[src/rtl/dpi_pkg.sv]
// dpi_pkg: shared widths and FSM encoding for the DPI stream front-end.
package dpi_pkg;
  localparam int STREAM_ID_W = 6;
  localparam int NUM_STREAMS = 64;
  localparam logic [2:0] ST_IDLE   = 3'd0;
  localparam logic [2:0] ST_LOAD   = 3'd1;
  localparam logic [2:0] ST_WAIT   = 3'd2;
  localparam logic [2:0] ST_STREAM = 3'd3;
  localparam logic [2:0] ST_DRAIN  = 3'd4;
  localparam logic [2:0] ST_EOP    = 3'd5;
  typedef enum logic [2:0] {
    S_IDLE   = ST_IDLE,
    S_LOAD   = ST_LOAD,
    S_WAIT   = ST_WAIT,
    S_STREAM = ST_STREAM,
    S_DRAIN  = ST_DRAIN,
    S_EOP    = ST_EOP
  } state_e;
endpackage

[src/rtl/dpi_stream_cfg_table.sv]
// dpi_stream_cfg_table: per-stream regex-enable masks plus seen bits, one write port, async read.
module dpi_stream_cfg_table
  import dpi_pkg::*;
#(
  parameter int NUM_REGEX  = 8,
  parameter int EN_RST_VAL = 1
) (
  input  logic                   clk,
  input  logic                   rst_n,
  input  logic                   mask_we_i,
  input  logic [STREAM_ID_W-1:0] mask_waddr_i,
  input  logic [NUM_REGEX-1:0]   mask_wdata_i,
  input  logic                   seen_set_i,
  input  logic [STREAM_ID_W-1:0] seen_addr_i,
  input  logic                   seen_clr_i,
  input  logic [STREAM_ID_W-1:0] rd_addr_i,
  output logic [NUM_REGEX-1:0]   rd_mask_o,
  output logic                   rd_seen_o
);
  localparam logic [NUM_REGEX-1:0] MASK_RST = (EN_RST_VAL != 0) ? {NUM_REGEX{1'b1}} : '0;
  logic [NUM_REGEX-1:0]   mask_q [NUM_STREAMS];
  logic [NUM_STREAMS-1:0] seen_q;
  // a bulk clear beats a same-cycle set so the stream stays unseen
  always_ff @(posedge clk) begin
    if (!rst_n) begin
      for (int i = 0; i < NUM_STREAMS; i++) mask_q[i] <= MASK_RST;
      seen_q <= '0;
    end else begin
      if (mask_we_i) mask_q[mask_waddr_i] <= mask_wdata_i;
      if (seen_clr_i) seen_q <= '0;
      else if (seen_set_i) seen_q[seen_addr_i] <= 1'b1;
    end
  end
  assign rd_mask_o = mask_q[rd_addr_i];
  assign rd_seen_o = seen_q[rd_addr_i];
endmodule

[src/rtl/dpi_stream_sequencer.sv]
// dpi_stream_sequencer: turns a tagged byte stream into load_state/char/eop sequences for the
// regex bank and gathers the bank's fired flags into one result record per packet.
module dpi_stream_sequencer
  import dpi_pkg::*;
#(
  parameter int NUM_REGEX    = 8,
  parameter int DRAIN_CYCLES = 2,
  parameter int EN_RST_VAL   = 1
) (
  input  logic                   clk,
  input  logic                   rst_n,
  input  logic                   in_valid,
  output logic                   in_ready,
  input  logic [7:0]             in_data,
  input  logic                   in_sop,
  input  logic                   in_eop,
  input  logic [STREAM_ID_W-1:0] in_stream_id,
  input  logic                   cfg_we,
  input  logic [STREAM_ID_W-1:0] cfg_addr,
  input  logic [NUM_REGEX-1:0]   cfg_data,
  input  logic                   cfg_clr_seen,
  output logic                   load_state,
  output logic                   new_stream_id,
  output logic [STREAM_ID_W-1:0] stream_id,
  output logic [NUM_REGEX-1:0]   enable,
  output logic [7:0]             char_in,
  output logic                   char_in_vld,
  output logic                   eop,
  input  logic [NUM_REGEX-1:0]   fired,
  output logic                   res_valid,
  input  logic                   res_ready,
  output logic [STREAM_ID_W-1:0] res_stream_id,
  output logic [NUM_REGEX-1:0]   res_fired,
  output logic [15:0]            pkt_count,
  output logic [15:0]            drop_count
);
  localparam logic [7:0] DRAIN_LAST = 8'(DRAIN_CYCLES - 1);
  state_e                 state_q, state_d;
  logic [STREAM_ID_W-1:0] sid_q, sid_d;
  logic [NUM_REGEX-1:0]   en_q, en_d;
  logic [7:0]             byte_q, byte_d;
  logic                   last_q, last_d;
  logic                   seen_q, seen_d;
  logic                   first_q, first_d;
  logic [7:0]             cnt_q, cnt_d;
  logic                   res_valid_q, res_valid_d;
  logic [STREAM_ID_W-1:0] res_sid_q;
  logic [NUM_REGEX-1:0]   res_fired_q;
  logic [15:0]            pkt_q, drop_q;
  logic                   fire, drop;
  logic [NUM_REGEX-1:0]   rd_mask;
  logic                   rd_seen;
  dpi_stream_cfg_table #(.NUM_REGEX(NUM_REGEX), .EN_RST_VAL(EN_RST_VAL)) u_cfg (
    .clk          (clk),
    .rst_n        (rst_n),
    .mask_we_i    (cfg_we),
    .mask_waddr_i (cfg_addr),
    .mask_wdata_i (cfg_data),
    .seen_set_i   (fire),
    .seen_addr_i  (sid_q),
    .seen_clr_i   (cfg_clr_seen),
    .rd_addr_i    (in_stream_id),
    .rd_mask_o    (rd_mask),
    .rd_seen_o    (rd_seen)
  );
  always_comb begin
    state_d       = state_q;
    sid_d         = sid_q;
    en_d          = en_q;
    byte_d        = byte_q;
    last_d        = last_q;
    seen_d        = seen_q;
    first_d       = first_q;
    cnt_d         = cnt_q;
    in_ready      = 1'b0;
    load_state    = 1'b0;
    new_stream_id = 1'b0;
    char_in       = '0;
    char_in_vld   = 1'b0;
    eop           = 1'b0;
    fire          = 1'b0;
    drop          = 1'b0;
    case (state_q)
      S_IDLE: begin
        in_ready = 1'b1;
        drop     = in_valid & ~in_sop;
        if (in_valid && in_sop) begin
          state_d = S_LOAD;
          sid_d   = in_stream_id;
          en_d    = rd_mask;
          byte_d  = in_data;
          last_d  = in_eop;
          seen_d  = rd_seen;
        end
      end
      S_LOAD: begin
        load_state    = 1'b1;
        new_stream_id = ~seen_q;
        state_d       = S_WAIT;
      end
      S_WAIT: begin
        first_d = 1'b1;
        state_d = S_STREAM;
      end
      // first STREAM cycle replays the byte captured with sop; later bytes pass straight through
      S_STREAM: begin
        in_ready    = ~first_q;
        char_in_vld = first_q | in_valid;
        char_in     = first_q ? byte_q : in_data;
        first_d     = 1'b0;
        cnt_d       = '0;
        if (first_q ? last_q : (in_valid & in_eop)) state_d = S_DRAIN;
      end
      S_DRAIN: begin
        cnt_d   = cnt_q + 8'd1;
        state_d = (cnt_q == DRAIN_LAST) ? S_EOP : S_DRAIN;
      end
      S_EOP: begin
        fire    = ~(res_valid_q & ~res_ready);
        eop     = fire;
        state_d = fire ? S_IDLE : S_EOP;
      end
      default: state_d = S_IDLE;
    endcase
  end
  assign res_valid_d = fire | (res_valid_q & ~res_ready);
  always_ff @(posedge clk) begin
    if (!rst_n) begin
      state_q     <= S_IDLE;
      sid_q       <= '0;
      en_q        <= '0;
      byte_q      <= '0;
      last_q      <= 1'b0;
      seen_q      <= 1'b0;
      first_q     <= 1'b0;
      cnt_q       <= '0;
      res_valid_q <= 1'b0;
      res_sid_q   <= '0;
      res_fired_q <= '0;
      pkt_q       <= '0;
      drop_q      <= '0;
    end else begin
      state_q     <= state_d;
      sid_q       <= sid_d;
      en_q        <= en_d;
      byte_q      <= byte_d;
      last_q      <= last_d;
      seen_q      <= seen_d;
      first_q     <= first_d;
      cnt_q       <= cnt_d;
      res_valid_q <= res_valid_d;
      if (fire) begin
        res_sid_q   <= sid_q;
        res_fired_q <= fired & en_q;
      end
      pkt_q  <= pkt_q + 16'(fire && pkt_q != 16'hFFFF);
      drop_q <= drop_q + 16'(drop && drop_q != 16'hFFFF);
    end
  end
  assign stream_id     = sid_q;
  assign enable        = en_q;
  assign res_valid     = res_valid_q;
  assign res_stream_id = res_sid_q;
  assign res_fired     = res_fired_q;
  assign pkt_count     = pkt_q;
  assign drop_count    = drop_q;
endmodule

[config.mk]
export PLATFORM = sky130hd
export DESIGN_NAME = dpi_stream_sequencer
export DESIGN_NICKNAME = d
export VERILOG_FILES = /design/src/rtl/dpi_pkg.sv /design/src/rtl/dpi_stream_cfg_table.sv /design/src/rtl/dpi_stream_sequencer.sv
export SDC_FILE = /design/constraint.sdc
export NUM_CORES = 1
export LEC_CHECK = 0
export BUFFER_PORTS_ARGS = -buffer_cell sky130_fd_sc_hd__buf_2
export CAP_MARGIN = 10
export CORE_MARGIN = 2
export CORE_UTILIZATION = 50
export CTS_BUF_LIST = sky130_fd_sc_hd__clkbuf_4 sky130_fd_sc_hd__clkbuf_8
export DETAILED_ROUTE_END_ITERATION = 10
export PLACE_DENSITY_LB_ADDON = 0.2
export SYNTH_ARGS = -nofsm -noshare
export SYNTH_HDL_FRONTEND = slang
export SYNTH_SLANG_ARGS = --single-unit
[constraint.sdc]
create_clock -name clk -period 6.55 [get_ports clk]
set_input_delay 1.31 -clock clk [delete_from_list [all_inputs] [get_ports clk]]
set_output_delay 1.31 -clock clk [all_outputs]
set_load 0.03 [all_outputs]
==> out/qor.yml <==
clocking:
  cts_tree: "done"
  cts_buffers: 108
  hold_buffers: 0
  h-tree-depth: 3
  postCtsSetupRepairBufs: 0
  cts_resized: 0
  cts.sinks: 659
  clk_pin_slew_ns: 0.06
  clock_latency_ns: 0.73
  clock_path_buffers: 3
  clockRootBuffer: "clkbuf_8"
job:
  drv_cap: 0
finish:
  final_common_cell: "edfxtp_1"
  layout_common_cells: "512 x edfxtp_1, 360 x or3_1, 147 x dfxtp_1"
  synthToLayoutAreaGrowth_pct: 10.9
  fill_cells: 4848
  nets: 2493
  multiInputGateArea_um2: 10700
  seq_area_um2: 18300
  drive_gt1_share_pct: 25.0
timing:
  worst_pin_slew_ns: 1.25
  period_needed_ns: 3.86
  setup_violations: 0
  setup_tns_ns: 0
  slew_headroom_pct: 15.5
  fin_skew_ns: 0.0425
  period_share_pct: 58.9
  hold_viol_final: 0
  grt_setup_unrepaired: "false"
  max_clock_freq_mhz: 259
  slew_viol_final: 0
setup_path:
  critPathLaunchType: "flop"
  arrival_ns: 2.55
  path_delay_family: "buffers and inverters"
  worstPathRequired_ns: 5.24
  endpoint_kind: "output port"
  slowest_delay_ns: 0.61
  cp_cell_sequence: "and2b_1, nand3_1, buf_4, inv_1, buf_2"
  worstPathMaxFanout: 21
  critPathBufInv: 3
  crit_type: "reg2out"
  critical_path.slowest_cell: "dfxtp_1"
power_and_ir_drop:
  leakagePower_uw: 0.0111
  power_uw: 9290
  vdd_drop_max_mv: 0.200
  powerDensity_nw_per_um2: 279
min_path:
  holdCritPathClass: "reg2reg"
floorplan:
  start_util_pct: 50.7
  rows: 89
  die_w_um: 249
  ioPinCount: 118
  coreArea_um2: 59200
  dieArea_um2: 62100
  die_h_um: 249
place:
  port_buffers: 117
  place_hpwl_um: 49600
  gp_congestion: 0.868
synthesis:
  yosysUniqueCellTypes: 55
  ys_warn_count: 0
  async_flop_share_pct: 0
  ys.flop_type: "edfxtp_1"
  syn_avg_cell_area_um2: 12.5
  syn-num-nets: 2452
  synth_edf_count: 512
  netlist_instances: 2402
  ys_seq_area_share_pct: 60.9
  ys_seq_elements: 659
  syn_area_um2: 30100
routing:
  drtPass1Iterations: 5
  drt-wirelength-per-cell_um: 23.9
  num_vias: 20225
  antenna_left: 0
  drc: 0
  drtIter0Drc: 2044
  routed_wl_um: 79200
  routed_via_density: 6.11
global_route:
  grt_max_degree: 119
  track_usage_pct: 25.2
  grt_overflow: 0
  grt_pass1_vias: 19729
  grt_first_pass_wirelength_um: 120000
  antenna_found_initial: 2
outcome:
  status: "finished, final reports clean"
-- where the power goes --
group          total (µW)  switching [µW]  internal [µW]
logic                 736             490            246
registers            4810             117           4690
clock network        3750            1630           2120
-- layer usage --
layer	share of wire (%)	global-route usage (%)
met1	42	34.4
met2	48	40.9
met3	7.7	4.45
met4	2.9	8.81
met5	0	0
-- worst paths after layout --
path,from,end,slack [ns],depth (start not counted)
min reg2reg,byte_q[5],byte_q[5],0.45,2
max,state_q[2],eop,2.69,5
min,byte_q[5],byte_q[5],0.45,2
max reg2reg,state_q[2],pkt_count[12],3.74,10
-- sequential cells by signal, summed over array words and instances, names as in the netlist --
| register | cells |
|---|---|
| byte_q | 8 |
| state_q | 3 |
| first_q | 1 |
| enable | 8 |
| res_stream_id | 6 |
| res_valid | 1 |
| stream_id | 6 |
| u_cfg.seen_q | 64 |
| u_cfg.mask_q | 512 |
| last_q | 1 |
| pkt_count | 16 |
| seen_q | 1 |
| res_fired | 8 |
| cnt_q | 8 |
| drop_count | 16 |
-- through the flow --
| stage | area [µm²] | setup slack (ns) | cells | utilization, % | hold slack [ns] |
|---|---|---|---|---|---|
| 6_report | 33300 | 2.69 | 3310 | 56.3 | 0.453 |
| 5_1_grt | 33300 | 2.50 | 3310 | 56.3 | 0.473 |
| 4_1_cts | 33200 | 2.66 | 3296 | 56.1 | 0.456 |
| 3_5_place_dp | 31000 | 1.99 | 3094 | 52.3 | 0.449 |
| 3_3_place_gp | 31000 | 1.97 | 3094 | 52.3 | 0.437 |
| 2_1_floorplan | 30100 | 3.12 | 2402 | - | 0.429 |
-- cells by family (layout without fill, tap and decap cells) --
| kind of cell | count (synthesis) | count (layout) | share of synthesized area (%) |
|---|---|---|---|
| simple gates | 945 | 945 | 17.9 |
| fa+ha+maj | 6 | 6 | 0.250 |
| buf+inv | 255 | 388 | 3.71 |
| xor+xnor | 21 | 21 | 0.612 |
| compound gates | 328 | 328 | 7.22 |
| mux | 188 | 188 | 9.41 |
| other cells | 0 | 2 | 0 |
| flops | 659 | 659 | 60.9 |
-- cells in the mapped netlist, drive strengths merged, types with 7 or more instances --
master	number	area, µm²
a2111oi	36	315
a211oi	39	293
a21boi	9	67.6
a21oi	104	521
a22o	54	473
and3	10	62.6
buf	68	414
clkbuf	181	679
dfxtp	147	2940
edfxtp	512	15400
mux2	36	405
mux2i	80	801
mux4	72	1620
nand2	105	397
nand2b	38	238
nand3	41	205
nand4	11	68.8
nor2	117	449
nor2b	41	257
nor3	11	55.1
nor3b	7	57.6
nor4	23	144
o21ai	53	265
o221ai	9	78.8
o22ai	18	113
or2	145	907
or2b	8	60.1
or3	360	2250
xnor2	7	61.3
xor2	14	123
-- layout make-up --
class / count / area share, %
Tap cell: 773 / 2.90
Clock buffer: 179 / 6.26
Timing Repair Buffer: 180 / 3.24
Sequential cell: 659 / 54.9
Inverter: 6 / 0.0676
Antenna cell: 2 / 0.0150
Multi-Input combinational cell: 1488 / 32.0
Clock inverter: 23 / 0.574
-- tightest hold or removal path: cells and delay by family, from the launching register on --
kind | cells | cell delay [ns]
flip-flops | 1 | 0.30
AND/OR/NAND/NOR | 1 | 0.05
AO/OA/AOI/OAI | 1 | 0.05
Note: power is estimated with default switching activity, not from simulation.
